$ cat src/rtl/redmule_periph_driver.sv
// redmule_periph_driver
//   Peripheral-port initiator that runs one RedMulE job through the HWPE
//   control slave. For each job it acquires a context, writes the job
//   register block, writes the trigger, waits for the completion event and
//   then reports the acquired job ID.
//
// Optional feature: define REDMULE_DRV_TIMEOUT_EN to add a watchdog in
//   WAIT_EVT. On expiry the driver writes a soft clear, pulses timeout_o and
//   returns to IDLE without done_o. Without the macro, timeout_o is tied 0 and
//   WAIT_EVT waits forever.
//
// Ports:
//   clk_i, rst_ni        clock, synchronous active-low reset
//   job_valid_i/ready_o  job descriptor handshake (ready only in IDLE)
//   job_regs_i           NUM_REGS x 32-bit register values, captured on handshake
//   done_o, job_id_o     one-cycle completion pulse with the acquired job ID
//   busy_o               high whenever the FSM is not in IDLE
//   timeout_o            one-cycle watchdog pulse (optional feature)
//   evt_i                accelerator event lines, bit EVT_IDX is completion
//   periph_*             peripheral initiator port (req/gnt, response r_*)
//
// Handshake semantics: periph_req_o, periph_add_o, periph_wen_o and
//   periph_data_o hold steady until the cycle where req & gnt are both high;
//   that cycle completes the transfer. A read response is accepted on any
//   later cycle with periph_r_valid_i high; only one read is ever outstanding.

module redmule_periph_driver #(
  parameter int unsigned ID_WIDTH       = 8,
  parameter int unsigned NUM_REGS       = 12,
  parameter logic [31:0] REG_BASE       = 32'h40,
  parameter logic [31:0] BASE_ADDR      = 32'h0,
  parameter int unsigned RETRY_WAIT     = 4,
  parameter int unsigned EVT_IDX        = 0,
  parameter int unsigned TIMEOUT_CYCLES = 65535
) (
  input  logic                     clk_i,
  input  logic                     rst_ni,
  input  logic                     job_valid_i,
  output logic                     job_ready_o,
  input  logic [NUM_REGS*32-1:0]   job_regs_i,
  output logic                     done_o,
  output logic [7:0]               job_id_o,
  output logic                     busy_o,
  output logic                     timeout_o,
  input  logic [1:0]               evt_i,
  output logic                     periph_req_o,
  input  logic                     periph_gnt_i,
  output logic [31:0]              periph_add_o,
  output logic                     periph_wen_o,
  output logic [3:0]               periph_be_o,
  output logic [31:0]              periph_data_o,
  output logic [ID_WIDTH-1:0]      periph_id_o,
  input  logic [31:0]              periph_r_data_i,
  input  logic                     periph_r_valid_i,
  input  logic [ID_WIDTH-1:0]      periph_r_id_i
);

  localparam int unsigned CNT_W = (NUM_REGS > 1) ? $clog2(NUM_REGS) : 1;
  localparam logic [CNT_W-1:0] LAST_REG = CNT_W'(NUM_REGS - 1);

  localparam logic [31:0] OFF_TRIGGER = 32'h00;
  localparam logic [31:0] OFF_ACQUIRE = 32'h04;
  localparam logic [31:0] OFF_SOFTCLR = 32'h14;

  typedef enum logic [3:0] {
    S_IDLE,
    S_ACQ_REQ,
    S_ACQ_RSP,
    S_BACKOFF,
    S_WR_REGS,
    S_TRIGGER,
    S_WAIT_EVT,
    S_SOFT_CLR,
    S_TMO,
    S_DONE
  } state_e;

  state_e           state_q, state_d;
  logic [31:0]      regs_q [NUM_REGS];
  logic [CNT_W-1:0] reg_cnt_q;
  logic [31:0]      wait_cnt_q;
  logic [7:0]       job_id_q;
  logic             wait_cnt_run;

  // ---------------------------------------------------------------------------
  // State register and datapath registers
  // ---------------------------------------------------------------------------
  always_ff @(posedge clk_i) begin
    if (!rst_ni) begin
      state_q <= S_IDLE;
    end else begin
      state_q <= state_d;
    end
  end

  always_ff @(posedge clk_i) begin
    if (!rst_ni) begin
      for (int i = 0; i < int'(NUM_REGS); i++) regs_q[i] <= '0;
    end else if (state_q == S_IDLE && job_valid_i) begin
      for (int i = 0; i < int'(NUM_REGS); i++) regs_q[i] <= job_regs_i[i*32 +: 32];
    end
  end

  always_ff @(posedge clk_i) begin
    if (!rst_ni) begin
      reg_cnt_q <= '0;
    end else if (state_q == S_ACQ_RSP) begin
      reg_cnt_q <= '0;
    end else if (state_q == S_WR_REGS && periph_gnt_i) begin
      reg_cnt_q <= (reg_cnt_q == LAST_REG) ? '0 : reg_cnt_q + 1'b1;
    end
  end

  always_ff @(posedge clk_i) begin
    if (!rst_ni) begin
      job_id_q <= '0;
    end else if (state_q == S_ACQ_RSP && periph_r_valid_i && !periph_r_data_i[31]) begin
      job_id_q <= periph_r_data_i[7:0];
    end
  end

  // One counter serves both the acquire back-off and the watchdog; it restarts
  // from zero on every state change.
`ifdef REDMULE_DRV_TIMEOUT_EN
  assign wait_cnt_run = (state_q == S_BACKOFF) || (state_q == S_WAIT_EVT);
`else
  assign wait_cnt_run = (state_q == S_BACKOFF);
`endif

  always_ff @(posedge clk_i) begin
    if (!rst_ni) begin
      wait_cnt_q <= '0;
    end else if (state_d != state_q || !wait_cnt_run) begin
      wait_cnt_q <= '0;
    end else begin
      wait_cnt_q <= wait_cnt_q + 32'd1;
    end
  end

  // ---------------------------------------------------------------------------
  // Next-state and peripheral request outputs
  // ---------------------------------------------------------------------------
  always_comb begin
    state_d       = state_q;
    periph_req_o  = 1'b0;
    periph_add_o  = '0;
    periph_wen_o  = 1'b0;
    periph_data_o = '0;

    case (state_q)
      S_IDLE: begin
        if (job_valid_i) state_d = S_ACQ_REQ;
      end
      S_ACQ_REQ: begin
        periph_req_o = 1'b1;
        periph_wen_o = 1'b1;
        periph_add_o = BASE_ADDR + OFF_ACQUIRE;
        if (periph_gnt_i) state_d = S_ACQ_RSP;
      end
      S_ACQ_RSP: begin
        if (periph_r_valid_i) begin
          // bit 31 set means no free context: retry after a pause
          if (periph_r_data_i[31]) state_d = (RETRY_WAIT == 0) ? S_ACQ_REQ : S_BACKOFF;
          else                     state_d = S_WR_REGS;
        end
      end
      S_BACKOFF: begin
        if (wait_cnt_q == 32'(RETRY_WAIT - 1)) state_d = S_ACQ_REQ;
      end
      S_WR_REGS: begin
        periph_req_o  = 1'b1;
        periph_add_o  = BASE_ADDR + REG_BASE + (32'(reg_cnt_q) << 2);
        periph_data_o = regs_q[reg_cnt_q];
        if (periph_gnt_i && reg_cnt_q == LAST_REG) state_d = S_TRIGGER;
      end
      S_TRIGGER: begin
        periph_req_o = 1'b1;
        periph_add_o = BASE_ADDR + OFF_TRIGGER;
        if (periph_gnt_i) state_d = S_WAIT_EVT;
      end
      S_WAIT_EVT: begin
        // the completion event wins over a watchdog expiry in the same cycle
        if (evt_i[EVT_IDX]) state_d = S_DONE;
`ifdef REDMULE_DRV_TIMEOUT_EN
        else if (wait_cnt_q == 32'(TIMEOUT_CYCLES - 1)) state_d = S_SOFT_CLR;
`endif
      end
      S_SOFT_CLR: begin
        periph_req_o = 1'b1;
        periph_add_o = BASE_ADDR + OFF_SOFTCLR;
        if (periph_gnt_i) state_d = S_TMO;
      end
      S_TMO:   state_d = S_IDLE;
      S_DONE:  state_d = S_IDLE;
      default: state_d = S_IDLE;
    endcase
  end

  assign job_ready_o = (state_q == S_IDLE);
  assign busy_o      = (state_q != S_IDLE);
  assign done_o      = (state_q == S_DONE);
  assign job_id_o    = done_o ? job_id_q : 8'h00;
  assign periph_be_o = 4'hF;
  assign periph_id_o = '0;

`ifdef REDMULE_DRV_TIMEOUT_EN
  assign timeout_o = (state_q == S_TMO);
`else
  assign timeout_o = 1'b0;
`endif

  // Response ID, upper read-data bits and the non-selected event line carry
  // nothing this driver acts on.
  logic unused_in;
  assign unused_in = ^{periph_r_id_i, periph_r_data_i[30:8], evt_i};

endmodule

$ cat config.mk
export PLATFORM = sky130hd
export DESIGN_NAME = redmule_periph_driver
export DESIGN_NICKNAME = d
export VERILOG_FILES = /design/src/rtl/redmule_periph_driver.sv
export SDC_FILE = /design/constraint.sdc
export NUM_CORES = 1
export LEC_CHECK = 0
export BUFFER_PORTS_ARGS = -buffer_cell sky130_fd_sc_hd__buf_4
export CORE_AREA = 2 2 203 205
export DETAILED_ROUTE_END_ITERATION = 8
export DIE_AREA = 0 0 205 207
export MAX_ROUTING_LAYER = met4
export PLACE_DENSITY = 0.88
export SYNTH_ARGS = -nofsm -noshare
export SYNTH_HDL_FRONTEND = slang
export SYNTH_SLANG_ARGS = --single-unit
$ cat constraint.sdc
create_clock -name clk_i -period 13.5 [get_ports clk_i]
set_input_delay 2.7 -clock clk_i [delete_from_list [all_inputs] [get_ports clk_i]]
set_output_delay 2.7 -clock clk_i [all_outputs]
set_load 0.02 [all_outputs]
# Word level (Yosys, flattened, before mapping)
# Memories as Yosys holds them, arrays and structs flattened. A register that Yosys moved wholly into a read port is not among the register bits.
# Cells that the tools add are included.
[totals]
regBits = 48
ramBits = 384
inputBits = 431
out_inout_bits = 90
wordCells = 79
memories = 1
[memory_table]
columns = ["name", "depth", "width", "read_ports", "rd_clocked_by_memory_dff", "wr", "line", "text"]
rows = [
  ["regs_q", 12, 32, 1, 1, 12, "79", "logic [31:0] regs_q [NUM_REGS];"],
]
[classes]
n_addsub = 3
eq_ne = 11
muxes = 34
bitwise_logic = 13
n_reduce_logical = 13
[op_table]
columns = ["op", "count"]
rows = [
  ["32-bit two-way mux", 13],
  ["4-bit two-way mux", 11],
  ["32-bit by 1-bit adder with 32-bit output (second input constant)", 1],
  ["32-bit by 2-bit equality test with 1-bit output (second input constant)", 1],
  ["4-bit case mux with 8 select lines", 1],
  ["8-bit case mux with 3 select lines", 1],
  ["4-bit by 3-bit equality test with 1-bit output (second input constant)", 4],
  ["1-bit bitwise OR", 12],
  ["7-bit by 6-bit adder with 8-bit output (first input constant)", 1],
  ["4-bit by 2-bit equality test with 1-bit output (second input constant)", 2],
  ["4-bit equality test (second input constant)", 2],
  ["8-bit two-way mux", 1],
  ["1-bit two-way mux", 6],
  ["1-bit logical AND", 5],
  ["4-bit by 1-bit adder with 4-bit output (second input constant)", 1],
  ["4-bit by 1-bit equality test with 1-bit output (second input constant)", 1],
  ["4-bit logical NOT", 1],
  ["4-bit inequality test", 1],
  ["4-bit nonzero test", 1],
  ["2-bit OR reduction", 2],
  ["4-bit OR reduction", 1],
  ["3-bit two-way mux", 1],
  ["1-bit logical NOT", 2],
  ["1-bit logical OR", 1],
  ["1-bit NOT", 1],
]

# Longest topological paths before layout
# Gate-level depths: netlist (run 1).
[depth]
depth_word = 7
depth_mapped = 8
depth_no_buf = 6

# Worst setup path before layout (run 1)
# No wires, ideal clock.
[synth_timing]
path_type = "input port to flip-flop"
startpoint = "input port rst_ni"
endpoint = "memory regs_q[0][0], enable pin"
setup_time_ns = 2.799
arrival_ns = 9.124
t_required_ns = 10.701
setup_slack_ns = 1.576
cell_stages = 2
path_buffers = 1
cell_sequence = "clkbuf_1 nand2_1"
[synth_lines]
columns = ["item", "line", "text"]
rows = [
  ["start: declaration", "37", "input logic rst_ni,"],
  ["end: declaration", "79", ""],
]

==> metrics.txt, run 1 <==
CP arrival=3.72 ns; I/O pin cnt=521; initial core utilization=0.493; first-iteration detailed-routing DRC count=1,385; Primary FF master, synth=edfxtp_1; final hold vios=0; Synth cell types=50; total clock sinks=436; Ys Warns=0; Critical Path End Type=output port; Worst-path clk slew=0.06 ns; final setup fails=0; post-CTS setup buffer count=0; post_cts resized=0; DIE AREA=0.0424 sq mm; sequential share of the synthesized area=0.631; Peak VDD IR=0.104 mV; Bufs on Longest Clock Path=3; Placer Congestion=0.913; Max Clk Rate=0.156 GHz; Post-CTS Hold Buffers=0; status=finished, final reports clean; Post-Syn Area=0.0199 sq mm; total area of sequential cells=0.0126 sq mm; critical-path cell list=buf_4, mux4_2, mux2i_1, a21oi_1, buf_4; slowest stage delay, CP=0.95 ns; initial antenna violation count=6; fin crit period=6.42 ns; TritonCTS Buffers=46; share of cells above drive strength 1=0.345; top cell type by total area after synthesis=edfxtp_1; highest-delay cell along the critical path=dfxtp_4; remaining global-route overflow=0; post-synthesis cell count=1,389; Final Max Slew Viols=0; first drt pass iteration count=5; # fillers=2,930; syn avg cell area=14.3 sq um; Root Driver=clkbuf_16; Max H-tree Level=2; global-route wire length before repair=77,000 um; Worst Clk Skew=0.0106 ns; relative slew slack=0.197; Tightest Pin Transition=1.20 ns; nature of the critical path startpoint=flop; Hold Path Class=reg2reg; CTS tree=done; routed wire length=52,200 um; largest net degree at the start of global routing=132; critical path's top delay family=multiplexers; PortBufs=448; via count=13,098; Max Fanout on Critical Path=43; Detail Route Antenna Nets=0; post-DP HPWL=35,500 um; total track usage=0.249; final hold slack=0.493 ns; vias per cell=5.51; RSZ-0062 raised after global routing=no; max cap viols=0; Critical Path RT=10.80 ns; # rows=74; ranking of synthesized cells by area=edfxtp_1 58%, and2_1 12%, mux4_2 11%, dfxtp_1 5.2%, mux2i_1 2.0%; nets=2,235; Yosys reg bits=436; multi-input logic area=0.00681 sq mm; Die Width=205 um; post-synth top area share=0.579; PwrDens=126 mW/mm^2; area grow syn2layout=25.5%; die height=207 um; # DRC=0; Async S/R FF share, synth=0; Bufs and invs on worst path=2; DP Area=0.0236 sq mm; post-route cell area=0.0250 sq mm; overall power=3150 uW; Core Footprint=0.0404 sq mm; fin crit share=0.475; Lkg Pwr=0.00973 uW; Most common cell on crit path=buf_4; drt wl/cell=22.0 um; CP Class=reg2out; clk_lat worst skew=0.56 ns; Post-synth EDFFs=384; Setup Total Neg Slack=0 ns; number of global-route vias before repair=13,214
state kept, by name (all words and copies together), names as in the netlist, named ones only:
name	flops
regs_q	384
wait_cnt_q	32
job_id_q	8
reg_cnt_q	4
state_q	4
layout by cell type (no fill, tap or decap), types with 2 or more instances in the layout:
| cell type | n |
|---|---|
| or4_4 | 2 |
| xor2_1 | 9 |
| clkinv_2 | 9 |
| o21ai_0 | 40 |
| nor4bb_1 | 2 |
| and3_1 | 2 |
| mux2i_1 | 40 |
| or3_1 | 7 |
| nor2b_1 | 3 |
| conb_1 | 40 |
| dfxtp_1 | 49 |
| and4_1 | 4 |
| nor3b_1 | 2 |
| nand2b_1 | 4 |
| nand4_1 | 11 |
| nand3_1 | 19 |
| dfxtp_4 | 2 |
| nor2_1 | 29 |
| nor3_1 | 2 |
| buf_4 | 462 |
| or4_1 | 13 |
| and2_1 | 396 |
| inv_1 | 7 |
| diode_2 | 6 |
| nor4_1 | 9 |
| a21oi_1 | 55 |
| clkinv_1 | 9 |
| nand3b_1 | 2 |
| clkbuf_1 | 13 |
| xnor2_1 | 4 |
| clkbuf_16 | 48 |
| ha_1 | 2 |
| edfxtp_1 | 384 |
| mux4_2 | 96 |
| o31ai_1 | 13 |
| bufinv_16 | 2 |
| nand2_1 | 24 |
routing by layer:
metal,part of all wire,up-vias,routed length (um),global-route usage
met3,0.093,129,4880,0.0563
met2,0.48,668,24800,0.381
met1,0.39,6425,20300,0.316
met4,0.042,0,2220,0.114
met5,0,-,0,-
li1,-,5876,-,-
stage by stage:
stage,std cells,util,setup WS [ns]
6_report,2376,0.619,7.08
5_1_grt,2376,0.619,6.82
4_1_cts,2370,0.619,6.96
3_5_place_dp,2286,0.584,7.29
3_3_place_gp,2286,0.584,7.47
2_1_floorplan,1427,-,1.58
where the power goes:
part / switching (uW) / internal [uW]
logic: 140 / 151
clock network: 520 / 692
registers: 37.6 / 1610
worst paths after layout:
kind	startpoint	endpoint	slack, ns	depth (start not counted)
hold reg to reg	job_id_q[7]	job_id_q[7]	0.49	2
setup reg to reg	state_q[2]	regs_q[11][13]	9.14	7
setup / recovery	flop	periph_data_o[20]	7.08	5
hold / removal	job_id_q[7]	job_id_q[7]	0.49	2
synth_stat cells, types with 3 or more instances:
| library cell | count |
|---|---|
| and2_1 | 396 |
| edfxtp_1 | 384 |
| mux4_2 | 96 |
| clkbuf_1 | 81 |
| a21oi_1 | 55 |
| dfxtp_1 | 52 |
| buf_4 | 40 |
| mux2i_1 | 40 |
| o21ai_0 | 40 |
| nor2_1 | 30 |
| nand2_1 | 25 |
| nand3_1 | 19 |
| o31ai_1 | 13 |
| or4_1 | 13 |
| buf_2 | 12 |
| nand4_1 | 11 |
| nor4_1 | 9 |
| xor2_1 | 9 |
| inv_1 | 7 |
| or3_1 | 7 |
| and4_1 | 4 |
| nand2b_1 | 4 |
| xnor2_1 | 4 |
| nor2b_1 | 3 |
worst reg2reg max path, delay by kind of cell (launching register included):
family | cells | cell delay (ns)
buffers and inverters | 3 | 2.12
DFF | 1 | 0.43
and+or+nand+nor | 4 | 1.34
cell families (layout without fill, tap and decap cells):
logic type	count (synthesis)	count (layout)	synth area share
other	2	46	0.000377
AO/OA/AOI/OAI	118	118	0.0329
flip-flops	436	436	0.631
multiplexers	137	137	0.129
XOR/XNOR	13	13	0.00572
buffers and inverters	143	554	0.0356
AND/OR/NAND/NOR	538	538	0.164
adder cells (fa/ha/maj)	2	2	0.00126
final cells by class:
cell class                      instances  share of cell area
Tap cell                              532              0.0266
Multi-Input combinational cell        848               0.272
Clock inverter                         23             0.00716
Timing Repair Buffer                  462               0.139
Inverter                                8             0.00120
Sequential cell                       436               0.503
Clock buffer                           61              0.0500
Antenna cell                            6            0.000601
No activity file was read; power rests on OpenSTA's default activity.
==> run 2, diff against run 1 <==
Settings changed: ABC_AREA set to 1, CORE_AREA 2 2 203 205 to unset, CORE_UTILIZATION set to 55, DIE_AREA 0 0 205 207 to unset, PLACE_DENSITY 0.88 to 0.93.
Clock period 13.5 ns to 6.5 ns, I/O delays scaled along.
==> metrics.txt, run 2 <==
RSZ-0062 raised after global routing=no; CP Class=reg2out; total area of sequential cells=0.0126 sq mm (about the same); Hold Path Class=reg2reg; vias per cell=5.22 (-5.2%); via count=17,921 (+37%); Detail Route Antenna Nets=0 (unchanged); hold path startpoint=wait_cnt_q[0]; Max H-tree Level=2 (unchanged); Critical Path End Type=output port; Net Sw Power=1550 uW (+120%); TritonCTS Buffers=46 (unchanged); Primary FF master, synth=edfxtp_1; Die Width=203 um (-0.97%); Final Max Slew Viols=0 (unchanged); post-DP HPWL=40,500 um (+14%); I/O pin cnt=521 (unchanged); # fillers=2,879 (-1.7%); largest net degree at the start of global routing=193 (+46%); Seq pwr share=0.520 (-0.003); r2r endpoint=regs_q[2][15]; Root Driver=clkbuf_16; critical-path cell list=inv_6, buf_12, o21ai_0, o22ai_1, a21oi_1, nor2_1, buf_4; clk_lat worst skew=0.58 ns (+0.02 ns); relative slew slack=0.312 (+0.115); WHS Endpoint=wait_cnt_q[0]; Async S/R FF share, synth=0 (unchanged); ranking of synthesized cells by area=edfxtp_1 52%, nor2_2 7.8%, inv_1 7.5%, nand2_1 6.5%, nor2_1 6.0%; nature of the critical path startpoint=flop; fin crit period=4.28 ns; Clock Power Share=0.380 (-0.005); CP arrival=2.98 ns (-0.74 ns); worst hold path cell count=1 (-1); highest-count cells in the layout ignoring fill and taps=459 x buf_4, 443 x inv_1, 384 x edfxtp_1; cell internal pwr=4960 uW (+100%); final setup margin=2.22 ns (-4.86 ns); global-route wire length before repair=92,700 um (+20%); post-CTS setup buffer count=0 (unchanged); status=finished, final reports clean; syn avg cell area=8.93 sq um (-38%); post-synth top area share=0.519 (-0.0600); Synth cell types=30 (-40%); Worst Clk Skew=0.0219 ns (+0.0113 ns); Max Clk Rate=0.234 GHz; multi-input logic area=0.00703 sq mm (+3.2%); Sw Ratio=0.238 (+0.0172); Core Footprint=0.0398 sq mm (-1.4%); total track usage=0.300 (+0.0516); first-iteration detailed-routing DRC count=1,589 (+15%); number of global-route vias before repair=17,785 (+35%); Peak VDD IR=0.216 mV (+110%); Yosys reg bits=436 (unchanged); PortBufs=448 (unchanged); critical path's top delay family=buffers and inverters; worst r2r src=state_q[0]; Reg2Reg Depth=6 (-1); final hold slack=0.456 ns (-0.0368 ns); share of cells above drive strength 1=0.282 (-0.0639); Post-synth top cells=443 x inv_1, 384 x edfxtp_1, 382 x nand2_1; max reg flops=384 (unchanged); post-synthesis cell count=2,490 (+79%); routed wire length=60,600 um (+16%); DIE AREA=0.0412 sq mm (-2.9%); Post-synth EDFFs=384 (unchanged); max cap viols=0 (unchanged); r2r setup slk=3.68 ns (-5.46 ns); drt wl/cell=17.7 um (-20%); slowest stage delay, CP=0.52 ns (-0.43 ns); Largest regs=regs_q: 384 flops, wait_cnt_q: 32 flops, job_id_q: 8 flops; Logic pwr share=0.101 (+0.009); PwrDens=242 mW/mm^2 (+92%); initial core utilization=0.558 (+0.0646); first drt pass iteration count=6 (+1); highest-delay cell along the critical path=inv_6; register bank with the most flops=regs_q; final setup fails=0 (unchanged); sequential share of the synthesized area=0.566 (-0.0654); Lkg Pwr=0.0125 uW (+28%); DP Worst Slack=2.76 ns (-4.53 ns); # DRC=0 (unchanged); Critical Path RT=5.20 ns (-5.60 ns); Placer Congestion=0.924 (+1.2%); # rows=73 (-1.4%); top cell type by total area after synthesis=edfxtp_1; area grow syn2layout=21.0%; final hold vios=0 (unchanged); Levels on crit path=7 (+2); Post-CTS Hold Buffers=0 (unchanged); Setup Total Neg Slack=0 ns (unchanged); total clock sinks=436 (unchanged); initial antenna violation count=1 (-5); remaining global-route overflow=0 (unchanged); post_cts resized=0 (unchanged); Bufs and invs on worst path=3 (+1); Ys Warns=0 (unchanged); nets=3,305 (+48%); commonest non-fill, non-tap cell in the layout=buf_4; Tightest Pin Transition=1.03 ns (-0.172 ns); die height=203 um (-1.9%); Bufs on Longest Clock Path=3 (unchanged); Worst-path clk slew=0.06 ns (about the same); Post-Syn Area=0.0222 sq mm (+12%); fin crit share=0.658; Max Fanout on Critical Path=99 (+130%); CTS tree=done; count leader, synth=inv_1
-- run 2: cell families after synthesis --
group                      count (synthesis)  synth area share
adders and majority gates                  2           0.00113
other                                      2          0.000338
xor gates and xnor gates                  15           0.00591
AOI/OAI and AO/OA                        255            0.0631
DFF                                      436             0.566
buffers and inverters                    620             0.126
and+or+nand+nor                         1160             0.238
-- run 2: per-layer routing --
| layer | wire [um] | track usage |
|---|---|---|
| met5 | 0 | - |
| met4 | 2680 | 0.145 |
| met3 | 4640 | 0.0449 |
| met2 | 31000 | 0.505 |
| met1 | 22300 | 0.353 |
-- run 2: layout make-up --
type / count / share of cell area
flip-flops and latches: 436 / 0.468
inverters: 451 / 0.0632
clock inverters: 18 / 0.00484
repair buffers: 465 / 0.133
multi-input cells: 1472 / 0.261
diodes: 1 / 0.0000930
well taps: 525 / 0.0244
clock buffers: 63 / 0.0460
-- run 2: through the flow --
step	total power (uW)	instance area, sq um	cells	util
finish	6510	26900	3431	0.675
global route	6710	26900	3431	0.675
CTS	6530	26900	3430	0.675
detailed placement	4090	25500	3349	0.641
global placement	4060	25500	3349	0.641
floorplan	3830	22400	2528	-
-- run 2: power by group through the flow --
| stage | logic, uW | registers, uW | clock network, uW |
|---|---|---|---|
| after floorplan | 390 | 3440 | 0 |
| after global placement | 632 | 3430 | 0 |
| after detailed placement | 649 | 3440 | 0 |
| after CTS | 655 | 3380 | 2490 |
| after global routing | 716 | 3400 | 2600 |
| final | 655 | 3380 | 2470 |
-- run 2: how the worst max path moves through the flow --
stage / slack, ns / end
after floorplan: 1.72 / regs_q[0][0]
after global placement: 2.83 / periph_data_o[9]
after detailed placement: 2.76 / regs_q[3][5]
after CTS: 2.20 / periph_data_o[19]
after global routing: 2.04 / periph_data_o[6]
final: 2.22 / periph_data_o[6]
==> run 3, diff against run 2 <==
Clock period 6.5 ns to 4.3 ns, I/O delays scaled along.
==> metrics.txt, run 3 (synthesized netlist as in run 2, its figures left out) <==
RSZ-0062 raised after global routing=no; register bank with the most flops=regs_q; # rows=73 (unchanged); Peak VDD IR=0.355 mV (+65%); total track usage=0.304 (+0.00410); highest-count cells in the layout ignoring fill and taps=480 x buf_4, 442 x inv_1, 384 x edfxtp_1; Max Fanout on Critical Path=73 (-26%); nets=3,331 (+0.79%); die height=203 um (unchanged); Max H-tree Level=2 (unchanged); Worst Clk Skew=0.0189 ns (-0.00302 ns); Core Footprint=0.0398 sq mm (unchanged); initial core utilization=0.558 (unchanged); nature of the critical path startpoint=flop; Largest regs=regs_q: 384 flops, wait_cnt_q: 32 flops, job_id_q: 8 flops; I/O pin cnt=521 (unchanged); largest net degree at the start of global routing=129 (-33%); final setup fails=0 (unchanged); number of global-route vias before repair=17,873 (+0.49%); highest-delay cell along the critical path=dfxtp_2; TritonCTS Buffers=46 (unchanged); total clock sinks=436 (unchanged); PortBufs=448 (unchanged); clk_lat worst skew=0.57 ns (about the same); slowest stage delay, CP=0.47 ns (-0.05 ns); Worst-path clk slew=0.06 ns (about the same); Final Max Slew Viols=0 (unchanged); fin crit period=3.84 ns; vias per cell=5.24 (+0.31%); Post-CTS Hold Buffers=0 (unchanged); r2r setup slk=1.73 ns (-1.95 ns); max cap viols=0 (unchanged); Placer Congestion=0.907 (-1.9%); max reg flops=384 (unchanged); routed wire length=61,600 um (+1.7%); worst hold path cell count=1 (unchanged); Bufs on Longest Clock Path=3 (unchanged); drt wl/cell=17.8 um (+0.84%); DIE AREA=0.0412 sq mm (unchanged); worst r2r src=state_q[3]; CP arrival=2.98 ns (about the same); hold path startpoint=wait_cnt_q[0]; Root Driver=clkbuf_16; status=finished, final reports clean; # DRC=0 (unchanged); commonest non-fill, non-tap cell in the layout=buf_4; post-DP HPWL=42,500 um (+4.9%); WHS Endpoint=wait_cnt_q[0]; CP Class=reg2out; CTS tree=done; Reg2Reg Depth=6 (unchanged); final hold vios=0 (unchanged); overall power=10,200 uW (+56%); r2r endpoint=regs_q[5][4]; first drt pass iteration count=6 (unchanged); fin crit share=0.892; area grow syn2layout=22.8%; Critical Path RT=3.44 ns (-1.76 ns); remaining global-route overflow=0 (unchanged); Lkg Pwr=0.0127 uW (+1.7%); share of cells above drive strength 1=0.290 (+0.00822); first-iteration detailed-routing DRC count=1,638 (+3.1%); critical-path cell list=inv_4, buf_12, o21ai_0, o211ai_1, nand2_1, nor2_1, buf_4; Detail Route Antenna Nets=0 (unchanged); Hold Path Class=reg2reg; final hold slack=0.455 ns (-0.00164 ns); PwrDens=372 mW/mm^2 (+54%); Setup Total Neg Slack=0 ns (unchanged); Critical Path End Type=output port; Die Width=203 um (unchanged); global-route wire length before repair=93,500 um (+0.95%); Max Clk Rate=0.261 GHz; via count=18,129 (+1.2%); Tightest Pin Transition=0.845 ns (-0.188 ns); initial antenna violation count=2 (+1); relative slew slack=0.436 (+0.124); post-CTS setup buffer count=0 (unchanged); post_cts resized=0 (unchanged)
## run 3: cell types whose count changed in the layout (fill, tap and decap cells not counted), sizes merged
cell	before	now
buf	465	491
bufinv	1	5
clkbuf	63	60
clkinvlp	2	4
inv	453	451
clkinv	13	14
diode	1	2
## run 3: worst max path at each step
stage | to | from | cells past startpoint | slack (ns)
finish | periph_data_o[4] | flop | 7 | 0.46
global route | periph_data_o[4] | flop | 7 | 0.34
CTS | periph_data_o[4] | flop | 7 | 0.54
detailed placement | periph_data_o[4] | flop | 7 | 1.24
global placement | periph_data_o[4] | flop | 7 | 1.34
floorplan | regs_q[0][0] | rst_ni | 3 | 0.88
## run 3: layout make-up
cell class,instances,area (sq um)
Clock buffer,60,1270
Clock inverter,23,243
Sequential cell,436,12600
Antenna cell,2,5.00
Fill cell,2924,12500
Multi-Input combinational cell,1472,7030
Tap cell,525,657
Inverter,451,1700
Timing Repair Buffer,491,3820
## run 3: layer usage
| layer | vias up | part of all wire | GRT usage |
|---|---|---|---|
| met5 | - | 0 | - |
| met4 | 0 | 0.047 | 0.151 |
| met3 | 187 | 0.082 | 0.0535 |
| met2 | 941 | 0.51 | 0.520 |
| met1 | 8444 | 0.36 | 0.344 |
| li1 | 8557 | - | - |
## run 3: through the flow
stage / utilization / std cells / setup slack (ns) / area (sq um)
2_1_floorplan: - / 2528 / 0.882 / 22400
3_3_place_gp: 0.648 / 3375 / 1.34 / 25800
3_5_place_dp: 0.648 / 3375 / 1.24 / 25800
4_1_cts: 0.685 / 3458 / 0.544 / 27300
5_1_grt: 0.686 / 3460 / 0.344 / 27300
6_report: 0.686 / 3460 / 0.463 / 27300
## run 3: report_power, final
part | total, uW | internal [uW] | switching [uW]
clock | 4020 | 2370 | 1650
combinational | 1020 | 422 | 594
sequential | 5110 | 5010 | 101
## run 3: worst max-delay path, delay by kind of cell (launching register included)
kind            cells  cell delay [ns]
flops               1             0.47
compound gates      2             0.60
buf+inv             3             0.86
simple gates        2             0.41
